## src/rtl/qpsk_demap.sv

```systemverilog
// qpsk_demap: hard-decision QPSK slicer, packs 4 symbols per output byte.
// Ports: stream in DAT_I[31:0]={Im,Re}, CYC_I/STB_I/WE_I, ACK_O (comb);
//   stream out DAT_O[7:0], CYC_O/STB_O (reg), WE_O=STB_O, ACK_I.
//   CLK_I posedge, RST_I synchronous active-high.
// Option: QPSK_DEMAP_FLUSH_EN emits a zero-padded partial byte at
//   end of packet instead of discarding it.
module qpsk_demap (
  input  logic        CLK_I,
  input  logic        RST_I,
  input  logic [31:0] DAT_I,
  input  logic        CYC_I,
  input  logic        STB_I,
  input  logic        WE_I,
  output logic        ACK_O,
  output logic [7:0]  DAT_O,
  output logic        CYC_O,
  output logic        STB_O,
  output logic        WE_O,
  input  logic        ACK_I
);

  logic [1:0] cnt;
  logic [5:0] acc;
  logic       icyc;
  logic       flush_pend;
  logic       out_halt;
  logic       ena;
  logic       eop;
  logic       part;
  logic       last;
  logic       flush_go;
  logic       drop;
  logic       load;
  logic [1:0] pair;
  logic [7:0] load_dat;

  assign out_halt = STB_O & ~ACK_I;
  assign ena      = CYC_I & STB_I & WE_I;
  // sign slice: non-negative component decides 1
  assign pair     = {~DAT_I[31], ~DAT_I[15]};
  assign eop      = icyc & ~CYC_I;
  assign part     = (cnt != 2'd0);
  assign WE_O     = STB_O;

`ifdef QPSK_DEMAP_FLUSH_EN
  // a stalled flush beat must leave before a new packet fills acc
  assign ACK_O    = ena & ~out_halt & ~flush_pend;
  assign flush_go = ((eop & part) | flush_pend) & ~out_halt;
  assign drop     = 1'b0;

  always_ff @(posedge CLK_I) begin
    if (RST_I) begin
      flush_pend <= 1'b0;
    end else if (flush_go) begin
      flush_pend <= 1'b0;
    end else if (eop & part) begin
      flush_pend <= 1'b1;
    end
  end
`else
  assign ACK_O      = ena & ~out_halt;
  assign flush_go   = 1'b0;
  assign drop       = eop & part;
  assign flush_pend = 1'b0;
`endif

  assign last     = ACK_O & (cnt == 2'd3);
  assign load     = last | flush_go;
  // unfilled slots of acc are already zero
  assign load_dat = last ? {pair, acc} : {2'b00, acc};

  always_ff @(posedge CLK_I) begin
    if (RST_I) begin
      icyc  <= 1'b0;
      cnt   <= 2'd0;
      acc   <= 6'd0;
      DAT_O <= 8'h00;
      STB_O <= 1'b0;
      CYC_O <= 1'b0;
    end else begin
      icyc <= CYC_I;

      if (load) begin
        DAT_O <= load_dat;
        STB_O <= 1'b1;
      end else if (STB_O & ACK_I) begin
        STB_O <= 1'b0;
      end

      if (load | drop) begin
        cnt <= 2'd0;
        acc <= 6'd0;
      end else if (ACK_O) begin
        cnt <= cnt + 2'd1;
        unique case (1'b1)
          (cnt == 2'd0): acc[1:0] <= pair;
          (cnt == 2'd1): acc[3:2] <= pair;
          (cnt == 2'd2): acc[5:4] <= pair;
          default:       acc      <= acc;
        endcase
      end

      if (CYC_I) begin
        CYC_O <= 1'b1;
      end else if (~STB_O & ~part & ~flush_pend) begin
        CYC_O <= 1'b0;
      end
    end
  end

endmodule

```

## config.mk

```make
export PLATFORM = sky130hd
export DESIGN_NAME = qpsk_demap
export DESIGN_NICKNAME = d
export VERILOG_FILES = /design/src/rtl/qpsk_demap.sv
export SDC_FILE = /design/constraint.sdc
export NUM_CORES = 1
export LEC_CHECK = 0
export ABC_CLOCK_PERIOD_IN_PS = 1750
export CORE_MARGIN = 2
export CORE_UTILIZATION = 35
export CTS_CLUSTER_DIAMETER = 100
export DETAILED_ROUTE_END_ITERATION = 8
export PLACE_DENSITY_LB_ADDON = 0.12
export SLEW_MARGIN = 20
export SYNTH_ARGS = -nofsm -noshare
export SYNTH_HDL_FRONTEND = slang
export SYNTH_SLANG_ARGS = --single-unit
```

## constraint.sdc

```tcl
create_clock -name CLK_I -period 1.75 [get_ports CLK_I]
set_input_delay 0.35 -clock CLK_I [delete_from_list [all_inputs] [get_ports CLK_I]]
set_output_delay 0.35 -clock CLK_I [all_outputs]
set_load 0.05 [all_outputs]
```

; Word-level counts from Yosys, hierarchy flattened
; Index checks and enable logic that the tools add are counted.
; Widths: inputs -> output; s select.
[word_totals]
ff_bits = 19
out_inout_bits = 12
elab_cells = 41
[op_classes]
n_bitwise = 17
eq_ne = 3
reduce_logical = 8
addsub = 1
mux = 4
[ops]
columns = cell, count
row1 = $and 1x1->1, 9
row2 = $not 1->1, 7
row3 = $reduce_and 2->1, 3
row4 = $reduce_bool 2->1, 3
row5 = $eq 2x2->1 const B, 2
row6 = $mux 1, 4
row7 = $add 2x1->2 const B, 1
row8 = $eq 2x1->1 const B, 1
row9 = $logic_not 2->1, 1
row10 = $reduce_or 2->1, 1
row11 = $or 1x1->1, 1

; Logic depth before layout (Yosys ltp)
; Gate-level depths: netlist of run 1.
[logic_depth]
ltp_word = 7
ltp_mapped = 6
depth_no_buf = 6

; Least setup slack after synthesis of run 1
; OpenSTA, ideal clock, no wires.
[synth_path]
kind = register to register
from = reg STB_O
to = reg acc[3]
slack_ns = 0.090
setup_time_ns = 0.059
synth_period_minus_slack_ns = 1.660
arrival_ns = 1.601
path_stages_with_launch = 6
n_path_buf = 0
path_cell_list = dfxtp_1 nand2b_1 nand4_2 inv_2 a211oi_1 a22o_1
[synth_between]
elab_chain_len = 6
word_cells_on_any_way = 7
[synth_lines]
columns = element, line_no
row1 = from (decl), 17  ; output logic STB_O,
row2 = from (signal assigned), 78  ; STB_O <= 1'b0;
row3 = from (signal assigned), 85  ; STB_O <= 1'b1;
row4 = from (signal assigned), 87  ; STB_O <= 1'b0;
row5 = $and 1x1->1 (*), 37  ; assign out_halt = STB_O & ~ACK_I;
row6 = $not 1->1 (*), 61  ; assign ACK_O = ena & ~out_halt;
row7 = $and 1x1->1 (*), 61
row8 = net ACK_O, 14  ; output logic ACK_O,
row9 = $and 1x1->1, 67  ; assign last = ACK_O & (cnt == 2'd3);
row10 = $or 1x1->1, 90  ; if (load | drop) begin
row11 = $reduce_or 2->1 (no line), --
row12 = to (signal assigned), 97  ; (cnt == 2'd1): acc[3:2] <= pair;
row13 = to (decl), 23  ; logic [5:0] acc;
; The timed path passes the listed nets; every way through them passes the cells marked *.
; A chain may end at the register's enable or synchronous reset.

; Final worst setup path of run 1
[layout_path]
from = in ACK_I
to = out ACK_O
[layout_between]
elab_chain_len = 4
[layout_lines]
columns = element, line_no
row1 = from (decl), 19  ; input logic ACK_I
row2 = $not 1->1, 37
row3 = $and 1x1->1, 37
row4 = $not 1->1, 61
row5 = $and 1x1->1, 61
row6 = to (decl), 14
; Every way passes these cells.

==> results of run 1 <==
[power breakdown]
group | switching, W | internal [W]
combinational | 0.0000402 | 0.0000392
clock | 0.000128 | 0.0000885
sequential | 0.00000339 | 0.000438
total | 0.000171 | 0.000566
[per-stage QoR]
stage	setup WS [ns]	setup TNS (ns)	hold WS, ns
after floorplan	0.0895	0	0.440
after global placement	-0.0642	-0.297	0.469
after detailed placement	-0.0839	-0.653	0.466
after CTS	0.0317	0	0.498
after global routing	0.0115	0	0.521
final	0.0725	0	0.495
[flip-flops by register name (all words and copies together), names as in the netlist]
register and flops:
icyc 1, acc 6, CYC_O 1, STB_O 1
cnt 2, DAT_O 8
[final cells by class]
cell class              instances  share of cell area
multi-input cells              55               0.380
clock buffers                   4              0.0233
repair buffers                 27               0.218
inverters                       3              0.0100
flip-flops and latches         19               0.338
well taps                      28              0.0311
[cells in the final DEF (no fill, tap or decap), types with 3 or more instances in the layout]
master and n:
mux2i_1 6, clkdlybuf4s50_1 7, nor3b_1 3, buf_4 18, a21oi_1 4, ha_1 4
clkbuf_4 3, dfxtp_1 19, a22o_1 6, nor2_1 9, or2_1 3
[worst register-to-register path, delay by kind of cell, from the launching register on]
family          cells  cell delay [ns]
compound gates      1             0.23
fa+ha+maj           1             0.25
buf+inv             1             0.08
flops               1             0.41
simple gates        3             0.47
[how the worst max path moves through the flow]
stage / start / to / slack (ns) / cells after the start
floorplan: STB_O / acc[3] / 0.09 / 5
finish: ACK_I / ACK_O / 0.07 / 5
global route: CYC_I / ACK_O / 0.01 / 4
detailed placement: ACK_I / acc[5] / -0.08 / 6
global placement: ACK_I / acc[5] / -0.06 / 6
CTS: ACK_I / ACK_O / 0.03 / 5
[cells by family after synthesis]
kind of cell,synth area share
muxes,0.0716
AOI/OAI and AO/OA,0.140
buffers and inverters,0.0448
and+or+nand+nor,0.230
adders and majority gates,0.0597
DFF,0.454
[metal layers]
metal,GRT usage,wire (µm),share of wire,vias to the layer above
met5,0,0,0,-
met4,0.0769,17,0.010,0
met3,0.0311,82,0.049,2
met2,0.235,811,0.49,11
met1,0.167,751,0.45,305
li1,-,-,-,336
[timing repair]
action,CTS,global route
setup endpoints to repair,1,1
setup buffers,1,0
gates cloned,0,0
resized for setup,0,1
pin swaps,0,0
==> results.yml, run 1 <==
layout:
  ff_latch_area_um2: 380
  area_delta_synth_final_pct: 34.3
  final_util: 0.504
  multiInputGateArea_um2: 428
  antenna_cells: 0
  nets: 151
  nFillCells: 214
  stdcell_count: 136
  design_area_um2: 1130
  drive_gt1_frac: 0.315
yosys:
  syn_area_um2: 838
  synth_commonest_cells: "dfxtp_1 (19), nor2_1 (9), a22o_1 (6), mux2i_1 (6)"
  synth_flop_cell: "dfxtp_1"
  synth_fp_nets: 123
  avgSynthCellArea_um2: 10.3
  yosysWarnings: 0
  netlist-cell-type-count: 27
  synth_edf_count: 0
  ys_ff_latch: 19
  synth_area_leader_cell: "dfxtp_1"
  netlist.area_leader.share: 0.454
  yosysMostFrequentCell: "dfxtp_1"
  seq_area_frac_synth: 0.454
  async_flop_share: 0
  postSynthCellCount: 81
  synth_area_leaders: "dfxtp_1 (45%), mux2i_1 (7.2%), a22o_1 (6.3%), ha_1 (6.0%), nor2_1 (4.0%)"
die:
  ios: 50
  die_y_um: 52.9
  core_area_um2: 2230
  rows: 17
  die_area_um2: 2800
  initial_utilization: 0.375
  fp.dieW_um: 52.9
flow_run:
  maxCapViolCount: 0
placement:
  gp_congestion: 0.740
  io_buffer_count: 19
  dp.final_hpwl_um: 1260
  postPlaceCellArea_um2: 1080
  place_inst: 131
worst_setup_path:
  rr_worst_depth: 6
  start_kind: "primary input"
  r2r_start: "cnt[0]"
  crit_family: "buffers and inverters"
  r2r-end: "acc[5]"
  crit_buf_inv: 3
  worstPathCellList: "clkdlybuf4s50_1 -> nand2b_4 -> nand4_2 -> inv_2 -> buf_12"
  cp-end-kind: "output pin"
  critPathMaxStageDelay_ns: 0.46
  worst_ep_arrival_time_ns: 1.33
  cp.required_ns: 1.40
  critPathKind: "in2out"
  cpMaxStageDelayCell: "clkdlybuf4s50_1"
  rrSetupSlack_ns: 0.20
  critPathMaxFanout: 3
pwr:
  power.density_nw_per_um2: 655
  leakagePower_nw: 0.449
  peakVddDrop_uv: 332
  power_w: 0.000737
detailed_routing:
  viasPerCell: 4.81
  drt_iter0_markers: 6
  firstDrtPassIters: 3
  drc: 0
  wire_per_inst_um: 12.2
  vias: 654
  ant_nets: 0
  routed_wl_um: 1660
outcome:
  status: "completed"
timing:
  min_period_ns: 1.68
  fmax_mhz: 596
  fin_crit_sh: 0.959
  finClkSkew_ns: 0.00332
  maxSlewViolCount: 0
  relSlewSlack: 0.801
  rsz0062_at_grt: "false"
  tightest_slew_ns: 0.297
  hold_viol: 0
  setup_viol: 0
clocking:
  cts_tree: "built"
  htreeDepth: 1
  clock-sinks: 19
  cts_root_buf: "clkbuf_4"
  insertion_delay_ns: 0.29
  clock_path_buffers: 2
  path_clk_slew_ns: 0.10
  hold_buffers: 0
  cts_buffers: 3
grt:
  first_global_vias: 651
  track_usage: 0.141
  grt_pass1_wl_um: 2800
  overflow: 0
  antenna_found_initial: 0
  grt_max_degree: 18
hold_path:
  min_to: "acc[2]"
  hold_start: "acc[2]"
  whs_path_depth: 1
  holdCritPathClass: "reg2reg"
Power figures use the tool's default switching activity.
==> inputs of run 2 (changes only) <==
- PLACE_DENSITY: unset -> 0.76
- PLACE_DENSITY_LB_ADDON: 0.12 -> unset
- REMOVE_ABC_BUFFERS: unset -> 1
==> results.yml, run 2 (synthesized netlist as in run 1, its figures left out) <==
outcome:
  status: "completed"
clocking:
  insertion_delay_ns: 0.29
  path_clk_slew_ns: 0.11
  htreeDepth: 1
  clock_path_buffers: 2
  cts_buffers: 3
  clock-sinks: 19
  cts_root_buf: "clkbuf_4"
  cts_tree: "built"
die:
  initial_utilization: 0.375
  fp.dieW_um: 52.9
  die_area_um2: 2800
  ios: 50
  core_area_um2: 2230
  die_y_um: 52.9
  rows: 17
timing:
  min_period_ns: 1.69
  maxSlewViolCount: 0
  hold_viol: 0
  relSlewSlack: 0.809
  fmax_mhz: 590
  setup_viol: 0
  rsz0062_at_grt: "false"
  fin_crit_sh: 0.968
  tightest_slew_ns: 0.285
  finClkSkew_ns: 0.00619
  timing.setup.tns_ns: 0
pwr:
  p_clk_frac: 0.294
  p_int_w: 0.000564
  peakVddDrop_uv: 423
  swShare: 0.243
  leakagePower_nw: 0.460
  seq_power_share: 0.593
  p_comb_frac: 0.113
  p_switching_w: 0.000181
  power.density_nw_per_um2: 646
detailed_routing:
  drt_iter0_markers: 4
  ant_nets: 0
  firstDrtPassIters: 4
  wire_per_inst_um: 12.7
  vias: 683
  routed_wl_um: 1760
  drc: 0
  viasPerCell: 4.91
grt:
  first_global_vias: 687
  overflow: 0
  track_usage: 0.139
  antenna_found_initial: 0
  grt_pass1_wl_um: 2840
  grt_max_degree: 18
worst_setup_path:
  start_kind: "primary input"
  critPathKind: "in2out"
  cp.required_ns: 1.40
  worst_ep_arrival_time_ns: 1.34
  critPathMaxFanout: 5
  cp-end-kind: "output pin"
layout:
  regMostFlops: "DAT_O"
  area_delta_synth_final_pct: 37.6
  drive_gt1_frac: 0.333
  nets: 154
  largest_register_ffs: 8
  final_cell_mix: "buf_4 (21), dfxtp_1 (19), nor2_1 (9), clkdlybuf4s50_1 (7)"
  final_common_cell: "buf_4"
  design_area_um2: 1150
  antenna_cells: 0
  reg_top3: "DAT_O: 8 flops, acc: 6 flops, cnt: 2 flops"
  stdcell_count: 139
placement:
  dp.final_hpwl_um: 1300
  gp_congestion: 0.796
  place_inst: 133
  postPlaceCellArea_um2: 1100
  io_buffer_count: 19
hold_path:
  holdCritPathClass: "reg2reg"
flow_run:
  maxCapViolCount: 0
-- run 2: through the flow --
step	setup WS, ns	total power (W)	util	hold WS [ns]
5_1_grt	0.00929	0.000779	0.517	0.524
2_1_floorplan	-0.270	0.000484	-	0.415
6_report	0.0560	0.000745	0.517	0.501
3_3_place_gp	-0.0403	0.000528	0.492	0.470
3_5_place_dp	-0.0513	0.000531	0.492	0.477
4_1_cts	0.0142	0.000749	0.505	0.505
-- run 2: layout make-up --
| cell class | count | area, µm² |
|---|---|---|
| fill | 222 | 1080 |
| clock inverter | 1 | 5.00 |
| sequential | 19 | 380 |
| tap | 28 | 35.0 |
| clock buffer | 3 | 22.5 |
| multi-input combinational | 55 | 429 |
| timing repair buffer | 30 | 268 |
| inverter | 3 | 13.8 |
-- run 2: worst max-delay path, cell delays in order --
cell and delay, ns:
clkdlybuf4s50_1 0.60, nand4_4 0.15, inv_4 0.11, buf_12 0.13
-- run 2: what timing repair did --
item                                    in CTS  in global routing
resized for setup                            0                  2
endpoints found under the setup margin       0                  1
hold buffers                                 0                  0
buffers inserted                             0                  2
-- run 2: path summary, 6_finish.rpt --
kind                            slack (ns)  endpoint  depth (start not counted)   start
worst max-delay path                  0.06     ACK_O                          4   CYC_I
worst min-delay path                  0.50    acc[4]                          1  acc[4]
worst max register to register        0.17    acc[5]                          6  cnt[0]
worst min register to register        0.50    acc[4]                          1  acc[4]
-- run 2: power groups by stage --
stage | logic, W | registers (W) | clock network, W
5_1_grt | 0.0000910 | 0.000443 | 0.000245
3_5_place_dp | 0.0000793 | 0.000452 | 0
4_1_cts | 0.0000799 | 0.000442 | 0.000228
3_3_place_gp | 0.0000769 | 0.000451 | 0
6_report | 0.0000843 | 0.000442 | 0.000219
2_1_floorplan | 0.0000283 | 0.000456 | 0
-- run 2: per-layer routing --
layer  track usage  routed length [µm]  vias up
li1              -                   -      344
met1         0.166                 808      321
met2         0.240                 832       16
met3        0.0311                 104        2
met4        0.0513                  14        0
met5             0                   0        -
